File: src/rtl/classification_controller.sv
// rtl/classification_controller.sv - sequencer for one k-means classification pass
//
// Loads k centroids, clears the accumulators, streams sample RAM through the
// two-stage distance pipeline and steers each result to its accumulator.
// Ports:
//   clk, rst_n                 clock, asynchronous active-low reset
//   start, num_centroids,      pass request with centroid count k and last
//   last_addr                  sample address (sampled in IDLE only)
//   hold                       sample RAM unavailable this cycle
//   min_idx                    nearest-centroid index from the datapath
//   ram_rd_en, ram_addr        sample RAM read port
//   ram_input_reg_en,          pipeline stage advances
//   pipe1_en, pipe2_en
//   centroid_en, cen_idx       centroid register load strobe and source select
//   acc_clear                  clear all accumulators and counters
//   accumulators_en,           one-hot accumulate / count of the current point
//   accumulators_cnt_en
//   busy, done, idx_err        status: active, end-of-pass pulse, sticky bad index
module classification_controller #(
    parameter int addrWidth    = 8,
    parameter int centroid_num = 8,
    parameter int idxWidth     = 3
) (
    input  logic                    clk,
    input  logic                    rst_n,
    input  logic                    start,
    input  logic [idxWidth:0]       num_centroids,
    input  logic [addrWidth-1:0]    last_addr,
    input  logic                    hold,
    input  logic [idxWidth-1:0]     min_idx,
    output logic                    ram_rd_en,
    output logic [addrWidth-1:0]    ram_addr,
    output logic                    ram_input_reg_en,
    output logic                    pipe1_en,
    output logic                    pipe2_en,
    output logic [centroid_num-1:0] centroid_en,
    output logic [idxWidth-1:0]     cen_idx,
    output logic                    acc_clear,
    output logic [centroid_num-1:0] accumulators_en,
    output logic [centroid_num-1:0] accumulators_cnt_en,
    output logic                    busy,
    output logic                    done,
    output logic                    idx_err
);

    typedef enum logic [2:0] {
        S_IDLE,
        S_LOAD_CEN,
        S_CLEAR,
        S_STREAM,
        S_DRAIN,
        S_DONE
    } state_t;

    localparam logic [idxWidth:0] K_ONE = (idxWidth+1)'(1);
    localparam logic [idxWidth:0] K_MAX = (idxWidth+1)'(centroid_num);

    state_t                state_q, state_d;
    logic [idxWidth:0]     k_q, k_d;
    logic [addrWidth-1:0]  last_q, last_d;
    logic [addrWidth-1:0]  addr_q, addr_d;
    logic [idxWidth-1:0]   j_q, j_d;
    logic [3:0]            s_q, s_d;
    logic                  idx_err_q, idx_err_d;

    logic                  read_issued;
    logic                  acc_hit;
    logic [idxWidth:0]     k_in;

    // Out-of-range counts are folded into 1..centroid_num at capture time.
    assign k_in = (num_centroids == '0)   ? K_ONE :
                  (num_centroids > K_MAX) ? K_MAX : num_centroids;

    assign read_issued = (state_q == S_STREAM) && !hold;

    // s_q[3] marks a real point reaching the accumulate stage this cycle.
    assign acc_hit = s_q[3] && ({1'b0, min_idx} < k_q);

    always_ff @(posedge clk or negedge rst_n) begin
        if (!rst_n) begin
            state_q   <= S_IDLE;
            k_q       <= K_ONE;
            last_q    <= '0;
            addr_q    <= '0;
            j_q       <= '0;
            s_q       <= '0;
            idx_err_q <= 1'b0;
        end else begin
            state_q   <= state_d;
            k_q       <= k_d;
            last_q    <= last_d;
            addr_q    <= addr_d;
            j_q       <= j_d;
            s_q       <= s_d;
            idx_err_q <= idx_err_d;
        end
    end

    always_comb begin
        state_d   = state_q;
        k_d       = k_q;
        last_d    = last_q;
        addr_d    = addr_q;
        j_d       = j_q;
        idx_err_d = idx_err_q;
        s_d       = {s_q[2:0], read_issued};

        case (state_q)
            S_IDLE: begin
                if (start) begin
                    k_d       = k_in;
                    last_d    = last_addr;
                    j_d       = '0;
                    idx_err_d = 1'b0;
                    state_d   = S_LOAD_CEN;
                end
            end
            S_LOAD_CEN: begin
                if ({1'b0, j_q} == k_q - K_ONE) begin
                    state_d = S_CLEAR;
                end else begin
                    j_d = j_q + idxWidth'(1);
                end
            end
            S_CLEAR: begin
                addr_d  = '0;
                state_d = S_STREAM;
            end
            S_STREAM: begin
                if (!hold) begin
                    // Stop on the last address instead of incrementing, so the
                    // address never wraps even when last_addr is all ones.
                    if (addr_q == last_q) begin
                        state_d = S_DRAIN;
                    end else begin
                        addr_d = addr_q + addrWidth'(1);
                    end
                end
            end
            S_DRAIN: begin
                // Leaving when only s[3] may be set lets the final accumulate
                // land in this last DRAIN cycle.
                if (s_q[2:0] == 3'b000) begin
                    state_d = S_DONE;
                end
            end
            S_DONE: begin
                state_d = S_IDLE;
            end
            default: begin
                state_d = S_IDLE;
            end
        endcase

        if (s_q[3] && !acc_hit) begin
            idx_err_d = 1'b1;
        end
    end

    assign ram_rd_en           = read_issued;
    assign ram_addr            = (state_q == S_STREAM) ? addr_q : '0;
    assign ram_input_reg_en    = s_q[0];
    assign pipe1_en            = s_q[1];
    assign pipe2_en            = s_q[2];
    assign centroid_en         = (state_q == S_LOAD_CEN) ? (centroid_num'(1) << j_q) : '0;
    assign cen_idx             = (state_q == S_LOAD_CEN) ? j_q : '0;
    assign acc_clear           = (state_q == S_CLEAR);
    assign accumulators_en     = acc_hit ? (centroid_num'(1) << min_idx) : '0;
    assign accumulators_cnt_en = accumulators_en;
    assign busy                = (state_q != S_IDLE);
    assign done                = (state_q == S_DONE);
    assign idx_err             = idx_err_q;

endmodule

File: config.mk
export PLATFORM = sky130hd
export DESIGN_NAME = classification_controller
export DESIGN_NICKNAME = d
export VERILOG_FILES = /design/src/rtl/classification_controller.sv
export SDC_FILE = /design/constraint.sdc
export NUM_CORES = 1
export LEC_CHECK = 0
export BUFFER_PORTS_ARGS = -buffer_cell sky130_fd_sc_hd__buf_2
export CORE_MARGIN = 4
export CORE_UTILIZATION = 51
export CTS_CLUSTER_SIZE = 8
export DETAILED_ROUTE_END_ITERATION = 10
export PLACE_DENSITY_LB_ADDON = 0.15
export SKIP_CTS_REPAIR_TIMING = 1
export SYNTH_ARGS = -nofsm -noshare
export SYNTH_HDL_FRONTEND = slang
export SYNTH_SLANG_ARGS = --single-unit
File: constraint.sdc
create_clock -name clk -period 2.2 [get_ports clk]
set_input_delay 0.33 -clock clk [delete_from_list [all_inputs] [get_ports clk]]
set_output_delay 0.33 -clock clk [all_outputs]
set_load 0.03 [all_outputs]
==> reports/qor.csv <==
metric;value;unit
Post-DP HPWL;3160;um
nets;288;
Pre-antenna DRT Iters;4;
minimum clock period;2190;ps
Power Total;3.11;mW
RSZ-0062 raised after global routing;true;
placed insts;295;
ys async rst share;1.00;
initial DRC count;51;
Peak VDD IR;637;uV
first-pass GRT wire length;6910;um
GPL Wtd Cong;0.810;
vias in the first global route;1508;
Die W;69.1;um
worst min path class;primary input to async pin;
Final Util;0.709;
final cell count without fillers;306;
DRC;0;
synth warn;0;
Net Count, Synth;227;
Final Hold Vio Count;0;
crit path launch type;flip-flop;
Sequential cell area;777;um2
number of nets still failing antenna checks after routing;0;
pre-CTS setup slack;169;ps
leading area contributor after synthesis;dfrtp_1;
commonest cells after routing, fill and taps aside;buf_2 (47), dfrtp_1 (30), buf_4 (16);
largest net degree at the start of global routing;32;
clock sink count;31;
Slew headroom;0.543;
root buf cell;clkbuf_8;
Setup-failing EPs final;0;
CTS H-tree depth;2;
Worst EP required;1870;ps
post-synthesis sequential area ratio;0.409;
FILL cells;284;
pwr/cell area;1270;mW/mm2
syn_area_per_cell;9.61;um2
CP endpoint kind;output pin;
post-DR wirelength/cell;14.2;um
initial antenna violation count;0;
Syn Std Cell Area;0.00190;mm2
top post-synthesis cells by area;dfrtp_1 (39%), ha_1 (6.6%), mux2_2 (5.3%), xor2_1 (4.1%), buf_4 (3.2%);
Die ar.;0.00477;mm2
Std-Cell Rows;21;
Initial Utilization;0.548;
Top FF cell, synth;dfrtp_1;
Ant. Diodes;0;
fin crit share;0.994;
Synth cell types;45;
Via density;5.40;
FF+latch count, synth;31;
Reg clk slew, reported paths;70;ps
Worst Tran Pin Value;685;ps
Syn-to-layout area delta;29.2;%
CP Max Fanout;4;
Yosys top cell area share;0.395;
Max Cap Violations;0;
CP Data Arrival Time;1860;ps
most common cell after layout, fill and taps aside;buf_2;
All-Layer GR Usage;0.177;
Post-synth EDFFs;0;
multi-input logic area;0.00109;mm2
Chip Height;69.1;um
IO Pins;62;
Worst-Skew Late Latency;280;ps
critical path class;flip-flop to output pin;
setup TNS;0;ps
WL final;4350;um
outcome;finished, final reports clean;
synthesized netlist cell count;198;
Slew Viols, Final;0;
Worst Skew;8.43;ps
gr ovfl total;0;
CTS Buf Count;5;
final setup margin;13.1;ps
core area;0.00347;mm2
Max Root-Sink Buffers;2;
CTS tree;yes;
maximum clock frequency;0.457;GHz
IO buf count;61;
share of layout cells above drive strength 1;0.388;
vias;1652;
Leakage;1.28;nW
routing by layer:
metal  global-route usage  vias up  part of all wire
met1                0.212      779              0.43
met3               0.0581        7             0.063
li1                     -      813                 -
met2                0.296       53              0.50
met5                    0        -                 0
met4               0.0651        0             0.013
final cells by class:
type,count,area share
multi-input combinational,147,0.445
clock inverter,2,0.0143
tap,46,0.0234
timing repair buffer,65,0.154
inverter,9,0.0137
clock buffer,6,0.0336
sequential,31,0.316
power breakdown:
group	switching (mW)	total (mW)	internal, mW	leakage (nW)
Combinational	0.895	1.49	0.597	0.828
Clock	0.204	0.570	0.366	0.0612
Sequential	0.262	1.05	0.791	0.389
Total	1.36	3.11	1.75	1.28
state kept, by name, indices dropped and copies added, names as in the netlist:
register  count
addr_q        8
idx_err       1
j_q           3
k_q           4
last_q        8
s_q           4
state_q       3
stage by stage:
step / cell area, um2 / hold slack (ps)
global placement: 2210 / 378
detailed placement: 2210 / 389
finish: 2460 / 80.9
global route: 2460 / 115
CTS: 2330 / 97.2
floorplan: 1910 / 34.4
cell usage after synthesis (3+ instances only):
cell type	count
buf_4	8
a21oi_1	7
and3_1	9
nor2_1	16
mux2i_1	4
ha_1	10
or3_1	5
a211oi_1	3
dfrtp_1	30
nand2b_1	4
nand2_1	14
xor2_1	9
inv_1	8
o21ai_0	9
nand4_1	4
nor3_1	4
nand3_1	3
mux2_2	9
and2_1	8
critical path, cell delays in order, from the launching register on:
cell and delay, ps:
dfrtp_1 400, inv_2 110, ha_4 200, a21o_1 180, a21oi_4 210, o21ai_4 90
nor3_2 180, buf_4 210
kinds of logic after synthesis:
| kind of cell | count (synthesis) | share of synthesized area |
|---|---|---|
| DFF | 31 | 0.409 |
| buffers and inverters | 20 | 0.0559 |
| and+or+nand+nor | 83 | 0.247 |
| xor gates and xnor gates | 11 | 0.0507 |
| adders and majority gates | 10 | 0.0658 |
| muxes | 13 | 0.0743 |
| AOI/OAI and AO/OA | 30 | 0.0980 |
final timing paths:
| path | startpoint | end | slack [ps] | cells past startpoint |
|---|---|---|---|---|
| min | rst_n | addr_q[2] | 80 | 1 |
| max | k_q[1] | accumulators_cnt_en[3] | 10 | 7 |
| min reg2reg | s_q[1] | s_q[2] | 400 | 0 |
| max in group asynchronous | rst_n | j_q[0] | 1670 | 1 |
| min in group clk | num_centroids[3] | k_q[0] | 230 | 2 |
| max reg2reg | k_q[0] | j_q[1] | 230 | 7 |
No activity file was read; power rests on OpenSTA's default activity.
